**src/rtl/vmul_seq.sv**
```systemverilog
// vmul_seq: issue sequencer for the vector multiplier.
// Accepts one command at a time, reads both operands one chunk per granted
// cycle from a shared register-file port, and forwards each chunk to the
// multiplier. Results are counted back in, and cmd_done pulses after the last one.
module vmul_seq #(
  parameter int REQ_DATA_WIDTH = 64,
  parameter int REQ_ADDR_WIDTH = 32,
  parameter int SEW_WIDTH      = 2,
  parameter int OPSEL_WIDTH    = 2,
  parameter int CNT_WIDTH      = 8
) (
  input  logic                      clk,
  input  logic                      rst,
  input  logic                      cmd_valid,
  output logic                      cmd_ready,
  input  logic [REQ_ADDR_WIDTH-1:0] cmd_vs1,
  input  logic [REQ_ADDR_WIDTH-1:0] cmd_vs2,
  input  logic [REQ_ADDR_WIDTH-1:0] cmd_vd,
  input  logic [CNT_WIDTH-1:0]      cmd_len,
  input  logic [SEW_WIDTH-1:0]      cmd_sew,
  input  logic [OPSEL_WIDTH-1:0]    cmd_opsel,
  input  logic                      cmd_widen,
  output logic                      rd_req,
  input  logic                      rd_gnt,
  output logic [REQ_ADDR_WIDTH-1:0] rd_addr0,
  output logic [REQ_ADDR_WIDTH-1:0] rd_addr1,
  input  logic [REQ_DATA_WIDTH-1:0] rd_data0,
  input  logic [REQ_DATA_WIDTH-1:0] rd_data1,
  output logic [REQ_DATA_WIDTH-1:0] mul_vec0,
  output logic [REQ_DATA_WIDTH-1:0] mul_vec1,
  output logic                      mul_valid,
  output logic [SEW_WIDTH-1:0]      mul_sew,
  output logic [OPSEL_WIDTH-1:0]    mul_opsel,
  output logic                      mul_widen,
  output logic [REQ_ADDR_WIDTH-1:0] mul_addr,
  input  logic                      mul_out_valid,
  output logic                      busy,
  output logic                      cmd_done
);

  typedef enum logic [1:0] {
    S_IDLE  = 2'd0,
    S_ISSUE = 2'd1,
    S_DRAIN = 2'd2
  } state_t;

  state_t                    r_state;
  state_t                    w_state_next;

  // Latched command and running chunk pointers
  logic [REQ_ADDR_WIDTH-1:0] r_addr0;
  logic [REQ_ADDR_WIDTH-1:0] r_addr1;
  logic [REQ_ADDR_WIDTH-1:0] r_dst;
  logic [CNT_WIDTH-1:0]      r_len;
  logic [CNT_WIDTH-1:0]      r_idx;
  logic [SEW_WIDTH-1:0]      r_sew;
  logic [OPSEL_WIDTH-1:0]    r_opsel;
  logic                      r_widen;

  // Issue stage and completion tracking
  logic                      r_mul_valid;
  logic [REQ_ADDR_WIDTH-1:0] r_mul_addr;
  logic [CNT_WIDTH-1:0]      r_outstanding;
  logic                      r_zero_done;

  logic                      w_accept;
  logic                      w_grant;
  logic                      w_last;
  logic                      w_ret;
  logic                      w_drain_done;
  logic [REQ_ADDR_WIDTH-1:0] w_stride;

  assign w_accept     = cmd_valid & cmd_ready;
  assign w_grant      = rd_req & rd_gnt;
  assign w_last       = (r_idx == (r_len - CNT_WIDTH'(1)));
  // A return with nothing outstanding is a leftover from an aborted command.
  assign w_ret        = mul_out_valid & (r_outstanding != '0);
  // Finished once every issued chunk has come back and no issue is in flight.
  assign w_drain_done = (r_state == S_DRAIN) & (r_outstanding == '0) & ~r_mul_valid;
  // Widening results occupy two destination chunks per source chunk.
  assign w_stride     = r_widen ? REQ_ADDR_WIDTH'(2) : REQ_ADDR_WIDTH'(1);

  assign rd_addr0  = r_addr0;
  assign rd_addr1  = r_addr1;
  assign mul_valid = r_mul_valid;
  assign mul_addr  = r_mul_addr;
  assign mul_sew   = r_sew;
  assign mul_opsel = r_opsel;
  assign mul_widen = r_widen;
  // Read data arrives the cycle after the grant, i.e. exactly when mul_valid is high.
  assign mul_vec0  = r_mul_valid ? rd_data0 : '0;
  assign mul_vec1  = r_mul_valid ? rd_data1 : '0;
  assign cmd_done  = w_drain_done | r_zero_done;

  // State register
  always_ff @(posedge clk) begin
    if (rst) begin
      r_state <= S_IDLE;
    end else begin
      r_state <= w_state_next;
    end
  end

  // Next-state and handshake outputs
  always_comb begin
    w_state_next = r_state;
    cmd_ready    = 1'b0;
    rd_req       = 1'b0;
    busy         = 1'b0;
    case (r_state)
      S_IDLE: begin
        cmd_ready = 1'b1;
        if (cmd_valid && (cmd_len != '0)) begin
          w_state_next = S_ISSUE;
        end
      end
      S_ISSUE: begin
        rd_req = 1'b1;
        busy   = 1'b1;
        if (rd_gnt && w_last) begin
          w_state_next = S_DRAIN;
        end
      end
      S_DRAIN: begin
        busy = ~w_drain_done;
        if (w_drain_done) begin
          w_state_next = S_IDLE;
        end
      end
      default: begin
        w_state_next = S_IDLE;
      end
    endcase
  end

  // Command latch, address walk and registered issue to the multiplier
  always_ff @(posedge clk) begin
    if (rst) begin
      r_addr0     <= '0;
      r_addr1     <= '0;
      r_dst       <= '0;
      r_len       <= '0;
      r_idx       <= '0;
      r_sew       <= '0;
      r_opsel     <= '0;
      r_widen     <= 1'b0;
      r_mul_valid <= 1'b0;
      r_mul_addr  <= '0;
      r_zero_done <= 1'b0;
    end else begin
      r_mul_valid <= w_grant;
      r_zero_done <= w_accept & (cmd_len == '0);
      if (w_accept) begin
        r_addr0 <= cmd_vs1;
        r_addr1 <= cmd_vs2;
        r_dst   <= cmd_vd;
        r_len   <= cmd_len;
        r_idx   <= '0;
        r_sew   <= cmd_sew;
        r_opsel <= cmd_opsel;
        r_widen <= cmd_widen;
      end else if (w_grant) begin
        r_addr0    <= r_addr0 + REQ_ADDR_WIDTH'(1);
        r_addr1    <= r_addr1 + REQ_ADDR_WIDTH'(1);
        r_dst      <= r_dst + w_stride;
        r_idx      <= r_idx + CNT_WIDTH'(1);
        r_mul_addr <= r_dst;
      end
    end
  end

  // Outstanding-result counter; a simultaneous issue and return cancel out
  always_ff @(posedge clk) begin
    if (rst) begin
      r_outstanding <= '0;
    end else begin
      case ({w_grant, w_ret})
        2'b10:   r_outstanding <= r_outstanding + CNT_WIDTH'(1);
        2'b01:   r_outstanding <= r_outstanding - CNT_WIDTH'(1);
        default: r_outstanding <= r_outstanding;
      endcase
    end
  end

endmodule

```
**config.mk**
```make
export PLATFORM = sky130hd
export DESIGN_NAME = vmul_seq
export DESIGN_NICKNAME = d
export VERILOG_FILES = /design/src/rtl/vmul_seq.sv
export SDC_FILE = /design/constraint.sdc
export NUM_CORES = 1
export LEC_CHECK = 0
export BUFFER_PORTS_ARGS = -buffer_cell sky130_fd_sc_hd__buf_4
export CAP_MARGIN = 20
export CORE_AREA = 5 5 183 185
export CTS_BUF_LIST = sky130_fd_sc_hd__clkbuf_4 sky130_fd_sc_hd__clkbuf_8 sky130_fd_sc_hd__clkbuf_16
export DETAILED_ROUTE_END_ITERATION = 12
export DIE_AREA = 0 0 188 190
export HOLD_SLACK_MARGIN = 0.08
export RECOVER_POWER = 50
export SYNTH_ARGS = -nofsm -noshare
export SYNTH_HDL_FRONTEND = slang
export SYNTH_SLANG_ARGS = --single-unit
```
**constraint.sdc**
```tcl
create_clock -name clk -period 3.4 [get_ports clk]
set_clock_uncertainty 0.1 [all_clocks]
set_input_delay 0.68 -clock clk [delete_from_list [all_inputs] [get_ports clk]]
set_output_delay 0.68 -clock clk [all_outputs]
set_load 0.01 [all_outputs]
```
==> results.toml, run 1 <==
[status]
status = "complete, no violations"

[timing]
slew_headroom_pct = 16.2
grt_setup_unrepaired = "false"
fmax_ghz = 0.321
fin_crit_ns = 3.11
report.final.hold_viol_count = 0
worst_pin_slew_ns = 1.26
maxSlewViolCount = 0
finalCritPeriodShare_pct = 91.6
setup_tns_ns = 0
setup-violations-final = 0
post-route-worst-setup-slack_ns = 0.287

[global_routing]
wire_length_of_the_first_global_routing_pass_mm = 66.0
vias_in_the_first_global_route = 9733
grt_overflow = 0
grt_util_all_layers_pct = 24.8
number_of_antenna_violations_at_the_first_check_in_global_routing = 13
grt_max_degree = 81

[place]
place_worst_setup_slack_ns = 0.277
io_buffers = 475
gp_congestion = 0.946
dp_hpwl_mm = 38.4
placed_cells = 1956

[synth]
mappedNetlistNets = 1390
number_of_synthesized_flops_with_an_enable_pin = 0
synth_ff_type = "sky130_fd_sc_hd__dfxtp_1"
synth_sequential_area_ratio_pct = 36.1
synth.ff_latch_count = 161
yosys-top-cells-count = "sky130_fd_sc_hd__dfxtp_1 (161), sky130_fd_sc_hd__nand2_1 (148), sky130_fd_sc_hd__nor2_1 (139)"
synth_top_cell_area_share_pct = 36.1
yosysUniqueCellTypes = 51
cells_taking_the_most_area_after_synthesis = "sky130_fd_sc_hd__dfxtp_1 (36%), sky130_fd_sc_hd__and2_1 (9.3%), sky130_fd_sc_hd__a211oi_1 (6.2%)"
synth_instances = 1129
cell_area_after_technology_mapping_um2 = 8940
top_count_cell_post_synth = "sky130_fd_sc_hd__dfxtp_1"
synth_area_leader_cell = "sky130_fd_sc_hd__dfxtp_1"
synthArstFlopShare_pct = 0
syn_area_per_cell_um2 = 7.92
yosys_warnings = 0

[worst_setup_path]
worst-path-buf-inv = 0
most_prevalent_standard_cell_on_the_critical_path = "sky130_fd_sc_hd__a21o_1"
crit_path_start_kind = "register"
critical_path.startpoint = "r_outstanding[3]"
critical_path.max_fanout = 6
path_cells = "nor4_1 -> nand2_1 -> and2_0 -> ha_1 -> fa_1 -> a21o_1 -> a21o_1 -> a21o_1 -> a21oi_1 -> nor4_1 -> or3_1"
timing.critical_path.slowest_cell_delay_ns = 0.44
worst_r2r_startpoint = "r_outstanding[3]"
crit_arrival_ns = 3.32
r2r-end = "r_outstanding[6]"
worst_path_max_delay_cell = "sky130_fd_sc_hd__fa_1"
crit_type = "reg -> reg"
ff2ff_setup_slack_ns = 0.29
worstPathRequired_ns = 3.61
worst_setup_path_end_kind = "register"
cpLargestDelayFamily = "simple AND/OR/NAND/NOR gates"
r2r_cells = 11

[layout]
footprint_of_the_multi_input_gates_um2 = 5360
area.growth.synth_to_final_pct = 46.4
fillCellCount = 3350
finish.cell_count_without_fillers = 1997
sequential_cell_area_um2 = 3220
finalNetCount = 1828
share_of_layout_cells_above_drive_strength_1_pct = 27.8

[routing]
routed-via-count = 9800
detail_route.drc_violations = 0
first_pass_iters = 4
avgRoutedWirePerCell_um = 23.2
final_antenna_net_count = 0
initialDrtViolationCount = 463
detail_route.vias_per_cell = 4.91
routed_wirelength_mm = 46.2

[run]
timing.max_cap.violations = 0

[cts]
tritoncts_clock_tree = "yes"
post_cts.resized_instances = 0
clock_sink_count = 161
cts_hold_repair.buffers = 0
numCtsBuffers = 17
path_clk_slew_ns = 0.07
ctsLongestPathBuffers = 2
worst_skew_pair.late_latency_ns = 0.43
cts_root_buffer = "sky130_fd_sc_hd__clkbuf_16"
htreeDepth = 4
cts.repair_timing.setup_buffer_count = 0

[min_path]
timing.hold.worst_endpoint = "rd_addr0[15]"
worst_hold_startpoint = "cmd_vs1[15]"
timing.hold.worst.class = "in -> reg"
min_delay_path_depth = 3

[die]
die_y_um = 190
ioPinCount = 476
dieWidth_um = 188
design.die.area_um2 = 35700
num_rows = 66
effective_utilization_at_floorplan_pct = 28.0
core_area_um2 = 31900

[power_and_ir_drop]
pwr_density_cell_nw_per_um2 = 580
leakagePower_nw = 5.44
vdd_drop_max_mv = 0.347
[where the power goes]
part	switching [mW]	leakage, nW	internal (mW)
Combinational	1.67	3.82	1.15
Clock	0.923	0.299	1.12
Sequential	0.458	1.32	2.27
[routing by layer]
| layer | vias to the layer above | share of wire, % | global-route usage [%] |
|---|---|---|---|
| met3 | 38 | 7.3 | 7.63 |
| met4 | 2 | 2.4 | 8.84 |
| met5 | - | 0.041 | 0 |
| met2 | 328 | 50 | 42.8 |
| li1 | 4746 | - | - |
| met1 | 4686 | 41 | 29.2 |
[cells in the final DEF (no fill, tap or decap), types with 17 or more instances in the layout]
| master | n |
|---|---|
| sky130_fd_sc_hd__xnor2_1 | 43 |
| sky130_fd_sc_hd__a21oi_1 | 60 |
| sky130_fd_sc_hd__clkbuf_1 | 109 |
| sky130_fd_sc_hd__nand3_1 | 31 |
| sky130_fd_sc_hd__nor2_1 | 138 |
| sky130_fd_sc_hd__clkbuf_16 | 17 |
| sky130_fd_sc_hd__inv_1 | 21 |
| sky130_fd_sc_hd__nand2_1 | 148 |
| sky130_fd_sc_hd__and2_1 | 132 |
| sky130_fd_sc_hd__nand4_1 | 29 |
| sky130_fd_sc_hd__dfxtp_1 | 160 |
| sky130_fd_sc_hd__a211oi_1 | 74 |
| sky130_fd_sc_hd__buf_4 | 375 |
| sky130_fd_sc_hd__xor2_1 | 58 |
| sky130_fd_sc_hd__ha_1 | 17 |
[flip-flops by register name, indices dropped and copies added (netlist names)]
register	count
mul_addr	32
r_outstanding	8
mul_widen	1
r_dst	32
r_zero_done	1
r_len	8
rd_addr0	32
rd_addr1	32
r_idx	8
mul_valid	1
mul_opsel	2
r_state	2
mul_sew	2
[logic make-up (layout without fill, tap and decap cells)]
logic type,Yosys count,in the layout,synth area share [%]
simple gates,569,569,33.2
flops,161,161,36.1
buf+inv,93,544,4.04
xor+xnor,101,101,9.90
mux,4,4,0.448
compound gates,182,182,13.5
other cells,0,9,0
fa+ha+maj,19,19,2.83
[cell type report]
type                    count  share of cell area, %
multi-input cells         875                   40.9
repair buffers            490                   25.1
flip-flops and latches    161                   24.6
well taps                 408                   3.90
clock buffers              18                   3.31
clock inverters            14                   1.29
inverters                  22                  0.650
diodes                      9                  0.172
[tightest hold or removal path, stage by stage]
cell,delay [ns]
sky130_fd_sc_hd__buf_4,0.08
sky130_fd_sc_hd__nand2_1,0.04
sky130_fd_sc_hd__o21ai_0,0.06
[through the flow]
stage	utilization, %	hold WS (ns)	instance area, um^2	total power [mW]
3_3_place_gp	40.5	0.346	12900	5.80
6_report	41.1	0.355	13100	7.59
2_1_floorplan	-	0.332	8940	4.40
4_1_cts	42.4	0.327	13500	7.90
3_5_place_dp	40.5	0.350	12900	5.83
5_1_grt	41.0	0.354	13100	8.08
[worst max path at each step]
stage / to / slack [ns] / cells past startpoint
6_report: r_outstanding[6] / 0.29 / 11
5_1_grt: r_outstanding[6] / 0.12 / 11
4_1_cts: r_outstanding[6] / 0.31 / 11
3_5_place_dp: r_outstanding[6] / 0.28 / 11
3_3_place_gp: r_outstanding[6] / 0.28 / 11
2_1_floorplan: r_outstanding[6] / 0.09 / 13
Power figures use the tool's default switching activity.
==> run 2, diff against run 1 <==
--- a/config.mk
+++ b/config.mk
@@ -13,6 +13,7 @@
 export DIE_AREA = 0 0 188 190
 export HOLD_SLACK_MARGIN = 0.08
 export RECOVER_POWER = 50
+export SLEW_MARGIN = 20
 export SYNTH_ARGS = -nofsm -noshare
 export SYNTH_HDL_FRONTEND = slang
 export SYNTH_SLANG_ARGS = --single-unit
==> constraint.sdc (replaced) <==
create_clock -name clk -period 3.4 [get_ports clk]
set_clock_uncertainty 0.1 [all_clocks]
set_input_delay 0.51 -clock clk [delete_from_list [all_inputs] [get_ports clk]]
set_output_delay 0.51 -clock clk [all_outputs]
set_load 0.01 [all_outputs]
==> results.toml, run 2 (same netlist as run 1, synthesis figures left out) <==
[status]
status = "complete, no violations"

[cts]
htreeDepth = 4
cts_root_buffer = "sky130_fd_sc_hd__clkbuf_16"
numCtsBuffers = 17
tritoncts_clock_tree = "yes"
cts.repair_timing.setup_buffer_count = 0
path_clk_slew_ns = 0.07
ctsLongestPathBuffers = 2
worst_skew_pair.late_latency_ns = 0.43
clock_sink_count = 161

[worst_setup_path]
worst_setup_path_end_kind = "register"
crit_arrival_ns = 3.30
worstPathRequired_ns = 3.61
crit_type = "reg -> reg"
critical_path.max_fanout = 9
crit_path_start_kind = "register"

[die]
design.die.area_um2 = 35700
dieWidth_um = 188
effective_utilization_at_floorplan_pct = 28.0
num_rows = 66
die_y_um = 190
ioPinCount = 476
core_area_um2 = 31900

[routing]
routed-via-count = 9848
first_pass_iters = 5
avgRoutedWirePerCell_um = 22.9
final_antenna_net_count = 0
routed_wirelength_mm = 45.7
detail_route.drc_violations = 0
initialDrtViolationCount = 438
detail_route.vias_per_cell = 4.93

[power_and_ir_drop]
leakagePower_nw = 5.35
pwr_density_cell_nw_per_um2 = 579
vdd_drop_max_mv = 0.295

[layout]
most-common-layout-cells = "sky130_fd_sc_hd__buf_4 (372), sky130_fd_sc_hd__dfxtp_1 (160), sky130_fd_sc_hd__nand2_1 (147), sky130_fd_sc_hd__nor2_1 (138), sky130_fd_sc_hd__clkbuf_1 (113)"
most_common_cell_after_layout_fill_and_taps_aside = "sky130_fd_sc_hd__buf_4"
finalNetCount = 1827
share_of_layout_cells_above_drive_strength_1_pct = 27.5
fillCellCount = 3381
area.growth.synth_to_final_pct = 46.1

[place]
gp_congestion = 0.932
io_buffers = 475
dp_hpwl_mm = 38.1
place_worst_setup_slack_ns = 0.259

[global_routing]
grt_overflow = 0
vias_in_the_first_global_route = 9709
grt_max_degree = 85
number_of_antenna_violations_at_the_first_check_in_global_routing = 21
wire_length_of_the_first_global_routing_pass_mm = 65.3
grt_util_all_layers_pct = 24.6

[timing]
maxSlewViolCount = 0
worst_pin_slew_ns = 1.12
grt_setup_unrepaired = "false"
finalCritPeriodShare_pct = 90.9
setup_tns_ns = 0
post-route-worst-setup-slack_ns = 0.308
fin_crit_ns = 3.09
slew_headroom_pct = 25.5
fmax_ghz = 0.323
report.final.hold_viol_count = 0
setup-violations-final = 0

[min_path]
timing.hold.worst.class = "in -> reg"

[run]
timing.max_cap.violations = 0
## run 2: worst max-delay path, cell delays in order (launching register included)
cell	delay [ns]
sky130_fd_sc_hd__dfxtp_1	0.34
sky130_fd_sc_hd__nor4_2	0.31
sky130_fd_sc_hd__nand2_1	0.10
sky130_fd_sc_hd__and2_1	0.18
sky130_fd_sc_hd__ha_1	0.32
sky130_fd_sc_hd__fa_1	0.46
sky130_fd_sc_hd__a21o_1	0.17
sky130_fd_sc_hd__a21o_1	0.19
sky130_fd_sc_hd__a21o_1	0.18
sky130_fd_sc_hd__a21oi_1	0.18
sky130_fd_sc_hd__nor4_1	0.06
sky130_fd_sc_hd__or3_1	0.38
## run 2: what timing repair did
action	in CTS	in global routing
hold buffers	0	0
hold endpoints to repair	0	0
resized for setup	0	1
endpoints found under the setup margin	0	1
## run 2: final timing paths
check | from | endpoint | slack, ns | depth (start not counted)
max | r_outstanding[3] | r_outstanding[6] | 0.31 | 11
min | cmd_vs1[15] | rd_addr0[15] | 0.19 | 3
max reg2reg | r_outstanding[3] | r_outstanding[6] | 0.31 | 11
min reg2reg | mul_addr[0] | mul_addr[0] | 0.36 | 2
## run 2: cell type report
cell class	instances	area [um^2]	share of cell area (%)
multi-input combinational	875	5350	40.9
timing repair buffer	489	3270	25.0
sequential	161	3220	24.7
tap	408	510	3.91
clock buffer	18	439	3.36
clock inverter	13	169	1.29
inverter	22	83.8	0.642
antenna	10	25.0	0.192
## run 2: layer usage
layer  up-vias  share of wire, %  global-route usage [%]
met5         -             0.074                       0
met4         4               2.3                    8.33
met3        41               7.3                    6.50
met2       386                50                    42.1
met1      4672                40                    30.0
li1       4745                 -                       -
## run 2: through the flow
step | hold WS (ns) | area [um^2] | cells | power, mW | utilization [%]
after floorplan | 0.332 | 8940 | 1129 | 4.40 | -
after global placement | 0.344 | 12900 | 1955 | 5.78 | 40.5
after detailed placement | 0.349 | 12900 | 1955 | 5.81 | 40.5
after CTS | 0.172 | 13500 | 1986 | 7.86 | 42.4
after global routing | 0.200 | 13100 | 1994 | 8.05 | 41.0
final | 0.189 | 13100 | 1996 | 7.57 | 41.0
## run 2: report_power, final
group          switching [mW]  leakage [nW]  total [mW]  internal [mW]
registers               0.451          1.32        2.72           2.27
clock network           0.904         0.293        2.04           1.13
logic                    1.67          3.73        2.82           1.14
total                    3.03          5.35        7.57           4.54
